**config.mk**
```make
export PLATFORM = sky130hd
export DESIGN_NAME = ctrl_pipe
export DESIGN_NICKNAME = d
export VERILOG_FILES = /design/src/rtl/ctrl_pipe.sv
export SDC_FILE = /design/constraint.sdc
export NUM_CORES = 1
export LEC_CHECK = 0
export BUFFER_PORTS_ARGS = -buffer_cell sky130_fd_sc_hd__clkbuf_2
export CAP_MARGIN = 20
export CELL_PAD_IN_SITES_DETAIL_PLACEMENT = 1
export CELL_PAD_IN_SITES_GLOBAL_PLACEMENT = 1
export CORE_MARGIN = 1.5
export CORE_UTILIZATION = 30
export DETAILED_ROUTE_END_ITERATION = 8
export HOLD_SLACK_MARGIN = 0.15
export PLACE_DENSITY_LB_ADDON = 0.1
export REMOVE_ABC_BUFFERS = 1
export SLEW_MARGIN = 30
export SYNTH_ARGS = -nofsm -noshare
export SYNTH_HDL_FRONTEND = slang
export SYNTH_SLANG_ARGS = --single-unit
```
**constraint.sdc**
```tcl
create_clock -name clk -period 1.05 [get_ports clk]
set_input_delay 0.105 -clock clk [delete_from_list [all_inputs] [get_ports clk]]
set_output_delay 0.105 -clock clk [all_outputs]
set_load 0.02 [all_outputs]
```
**src/rtl/ctrl_pipe.sv**
```systemverilog
// ctrl_pipe: control-word pipeline behind decode with per-stage stall/flush.
// Define CTRL_PIPE_PERF_EN to add the bubble_cnt/flush_cnt performance counters.
module ctrl_pipe #(
    parameter int unsigned W      = 19,
    parameter int unsigned STAGES = 3
) (
    input  logic                  clk,
    input  logic                  rst,
    input  logic [W-1:0]          in_ctrl,
    input  logic                  in_valid,
    input  logic [STAGES-1:0]     stall,
    input  logic [STAGES-1:0]     flush,
    output logic [STAGES*W-1:0]   out_ctrl,
    output logic [STAGES-1:0]     out_valid,
    output logic                  hold_up,
    output logic                  empty
`ifdef CTRL_PIPE_PERF_EN
    ,
    output logic [31:0]           bubble_cnt,
    output logic [31:0]           flush_cnt
`endif
);

    logic [STAGES-1:0] hold;
    logic [W-1:0]      ctrlQ [STAGES];
    logic [W-1:0]      ctrlD [STAGES];
    logic [STAGES-1:0] validQ;
    logic [STAGES-1:0] validD;

    // A stall anywhere downstream freezes every stage above it.
    always_comb begin
        hold = '0;
        hold[STAGES-1] = stall[STAGES-1];
        for (int unsigned i = 1; i < STAGES; i++) begin
            hold[STAGES-1-i] = stall[STAGES-1-i] | hold[STAGES-i];
        end
    end

    always_comb begin
        validD = '0;
        for (int unsigned k = 0; k < STAGES; k++) begin
            ctrlD[k] = '0;
        end

        if (!flush[0]) begin
            if (hold[0]) begin
                ctrlD[0]  = ctrlQ[0];
                validD[0] = validQ[0];
            end else begin
                ctrlD[0]  = in_valid ? in_ctrl : '0;
                validD[0] = in_valid;
            end
        end

        // Flush wins over hold; a held upstream stage feeds a bubble downstream.
        for (int unsigned k = 1; k < STAGES; k++) begin
            if (!flush[k]) begin
                if (hold[k]) begin
                    ctrlD[k]  = ctrlQ[k];
                    validD[k] = validQ[k];
                end else if (!hold[k-1]) begin
                    ctrlD[k]  = ctrlQ[k-1];
                    validD[k] = validQ[k-1];
                end
            end
        end
    end

    always_ff @(posedge clk) begin
        if (rst) begin
            for (int unsigned k = 0; k < STAGES; k++) begin
                ctrlQ[k] <= '0;
            end
            validQ <= '0;
        end else begin
            ctrlQ  <= ctrlD;
            validQ <= validD;
        end
    end

    always_comb begin
        out_ctrl = '0;
        for (int unsigned k = 0; k < STAGES; k++) begin
            out_ctrl[k*W +: W] = ctrlQ[k];
        end
    end

    assign out_valid = validQ;
    assign hold_up   = hold[0];
    assign empty     = ~|validQ;

`ifdef CTRL_PIPE_PERF_EN
    logic lastBubble;
    logic flushHit;

    if (STAGES > 1) begin : gLastBubble
        always_comb begin
            lastBubble = !flush[STAGES-1] && !hold[STAGES-1] && hold[STAGES-2];
        end
    end else begin : gNoLastBubble
        always_comb begin
            lastBubble = 1'b0;
        end
    end

    always_comb begin
        flushHit = |(flush & validQ);
    end

    always_ff @(posedge clk) begin
        if (rst) begin
            bubble_cnt <= '0;
            flush_cnt  <= '0;
        end else begin
            if (lastBubble) begin
                bubble_cnt <= bubble_cnt + 32'd1;
            end
            if (flushHit) begin
                flush_cnt <= flush_cnt + 32'd1;
            end
        end
    end
`endif

endmodule

```
==> impl_metrics.env <==
export IMPL_crit_required_ns=0.94
export IMPL_hp_start="stall[1]"
export IMPL_fin_area_um2=3840
export IMPL_synth_most_common_cell="dfxtp_1"
export IMPL_dp_hpwl_mm=5.69
export IMPL_dr_first_iter_drc_count=62
export IMPL_antenna_found_initial=0
export IMPL_synth_top_area_cell="dfxtp_1"
export IMPL_clockRootBuffer="clkbuf_8"
export IMPL_cts_tree="done"
export IMPL_clock_path_buffers=2
export IMPL_violations="negative setup slack"
export IMPL_via_per_inst=5.03
export IMPL_worstHoldPathType="input pin to flop"
export IMPL_yosysSeqAreaShare_pct=44.4
export IMPL_floorplan_initialDensity_pct=31.0
export IMPL_row_count=34
export IMPL_maxCapViolations=0
export IMPL_dieArea_um2=9600
export IMPL_start_kind="flop"
export IMPL_worst_slack_ns=-0.0368
export IMPL_max_freq_mhz=920
export IMPL_grt_max_degree=24
export IMPL_die_w_um=98
export IMPL_ys_types=18
export IMPL_endpoint_kind="output pin"
export IMPL_synth_top_area_share_pct=44.4
export IMPL_first_global_vias=2507
export IMPL_holdPathEnd="out_valid[0]$_SDFFE_PP0N_"
export IMPL_skew_ns=0.0114
export IMPL_insertion_delay_ns=0.34
export IMPL_ys_warn_count=0
export IMPL_ys_ff_latch=60
export IMPL_power_density_nw_per_um2=1230
export IMPL_dr_total_vias=2496
export IMPL_power_leakage_nw=1.51
export IMPL_synth_area_um2=2710
export IMPL_coreArea_um2=8720
export IMPL_drc_errors=0
export IMPL_reg2reg_to="out_valid[1]$_SDFFE_PP0N_"
export IMPL_grtUsageTotal_pct=17.5
export IMPL_drtPass1Iterations=4
export IMPL_place_congestion=0.724
export IMPL_ant_nets=0
export IMPL_reg2reg_depth=2
export IMPL_crit_fanout=4
export IMPL_syn_inst=278
export IMPL_antenna_cells=0
export IMPL_synthArstFlopShare_pct=0
export IMPL_hold_path_depth=3
export IMPL_synth_common_cells="dfxtp_1 (60), a21oi_1 (40), clkbuf_1 (21), or4b_1 (21)"
export IMPL_synth_flop_cell="dfxtp_1"
export IMPL_portBuffers=89
export IMPL_avgRoutedWirePerCell_um=16.6
export IMPL_top_level_ports=90
export IMPL_grt_setup_unrepaired="true"
export IMPL_setup_violations=1
export IMPL_synthTopCellsByArea="dfxtp_1 (44%), mux2_2 (7.9%), or4b_1 (7.8%)"
export IMPL_fin_crit_ns=1.09
export IMPL_dp_cells=479
export IMPL_synth_edf_count=0
export IMPL_clkTransAtPathRegs_ns=0.06
export IMPL_drive_gt1_share_pct=50.5
export IMPL_htree_levels=3
export IMPL_rrSetupSlack_ns=0.01
export IMPL_placed_area_um2=3480
export IMPL_cts_sinks=60
export IMPL_relSlewSlack_pct=66.4
export IMPL_cts_buffers=9
export IMPL_grt_pass1_wl_mm=13.2
export IMPL_synth_avg_cell_area_um2=9.74
export IMPL_outcome="complete, but fails checks"
export IMPL_final_cell_count_no_fill=496
export IMPL_cp_arrival_ns=0.98
export IMPL_wl_mm=8.21
export IMPL_tightest_slew_ns=0.504
export IMPL_nets=411
export IMPL_maxSlewViolCount=0
export IMPL_die_y_um=98
export IMPL_crit_type="flop to output pin"
export IMPL_area_growth_pct=41.9
export IMPL_timing_final_crit_share_pct=104
export IMPL_overflow=0
export IMPL_r2r_start="out_valid[0]$_SDFFE_PP0N_"
export IMPL_hold_viol=0
export IMPL_ir_drop_mv=0.590
-- layout by cell type, fill, tap and decap left out --
cell type / Yosys / layout
dfxtp_1: 60 / 40
clkbuf_8: 0 / 14
clkbuf_2: 0 / 76
o21ai_0: 20 / 20
or3b_1: 18 / 18
buf_6: 3 / 8
or2_2: 2 / 2
or3b_2: 2 / 1
buf_4: 0 / 31
nor3_2: 0 / 1
buf_2: 9 / 1
buf_8: 0 / 3
buf_12: 0 / 5
nor3b_1: 19 / 19
a211oi_1: 1 / 1
clkinvlp_4: 0 / 1
or4b_1: 21 / 17
a21oi_1: 40 / 35
dfxtp_2: 0 / 20
nand2_1: 20 / 20
dlygate4sd3_1: 0 / 1
or3b_4: 0 / 1
inv_1: 1 / 1
a21oi_2: 0 / 5
nor3_4: 0 / 1
or4b_4: 0 / 4
o31ai_1: 1 / 1
nor4bb_1: 19 / 19
mux2_2: 19 / 19
clkinv_2: 0 / 3
-- per-layer routing --
| layer | part of all wire, % | wire length [µm] | vias up | track usage, % |
|---|---|---|---|---|
| li1 | - | - | 1231 | - |
| met1 | 47 | 3880 | 1203 | 22.9 |
| met2 | 48 | 3910 | 53 | 28.1 |
| met3 | 3.5 | 289 | 9 | 3.44 |
| met4 | 1.6 | 129 | 0 | 7.25 |
| met5 | 0 | 0 | - | 0 |
-- area by class of cell --
| class | instances | area (µm²) |
|---|---|---|
| flip-flops and latches | 60 | 1230 |
| inverters | 1 | 3.75 |
| multi-input cells | 184 | 1400 |
| clock inverters | 4 | 22.5 |
| clock buffers | 12 | 165 |
| fillers | 1000 | 4880 |
| repair buffers | 127 | 891 |
| well taps | 108 | 135 |
-- worst max-delay path by stage --
stage,from,to,slack [ns]
4_1_cts,out_valid[0]$_SDFFE_PP0N_,empty,-0.08
5_1_grt,out_valid[1]$_SDFFE_PP0N_,empty,-0.09
3_3_place_gp,stall[2],out_ctrl[0]$_SDFFE_PP0N_,-0.22
3_5_place_dp,stall[2],out_ctrl[35]$_SDFFE_PP0N_,-0.24
2_1_floorplan,stall[2],out_ctrl[0]$_SDFFE_PP0N_,-1.03
6_report,out_valid[0]$_SDFFE_PP0N_,empty,-0.04
-- logic make-up after synthesis --
family	count (synthesis)	share of synthesized area [%]
buffers and inverters	34	5.96
AND/OR/NAND/NOR	103	30.1
flip-flops	60	44.4
multiplexers	19	7.90
AO/OA/AOI/OAI	62	11.6
-- worst max-delay path, cell delays in order (launching register included) --
cell and delay, ns:
dfxtp_2 0.35, nor3_2 0.15, buf_4 0.16
-- report_power, final --
group	internal [mW]	switching, mW
registers	2.28	0.00489
logic	0.193	0.251
clock network	1.04	0.944
-- metrics by stage --
| stage | power [mW] | util [%] | hold slack (ns) | TNS, ns | setup slack, ns |
|---|---|---|---|---|---|
| after global routing | 4.92 | 44.0 | 0.186 | -0.161 | -0.0876 |
| after floorplan | 2.43 | - | 0.178 | -20.86 | -1.03 |
| after global placement | 2.76 | 39.9 | 0.449 | -9.61 | -0.220 |
| after CTS | 4.78 | 42.9 | 0.171 | -0.128 | -0.0827 |
| final | 4.71 | 44.0 | 0.187 | -0.0368 | -0.0368 |
| after detailed placement | 2.76 | 39.9 | 0.455 | -10.05 | -0.238 |
-- sequential cells by signal, indices dropped and copies added, names as in the netlist --
register and cells:
out_ctrl 57, out_valid 3
-- what timing repair did --
action,4_1_cts,5_1_grt
endpoints found under the hold margin,1,0
hold buffers,1,0
gates cloned,0,0
resized for setup,18,49
buffers inserted,4,0
pin swaps,2,1
endpoints found under the setup margin,9,26
Note: power is estimated with default switching activity, not from simulation.
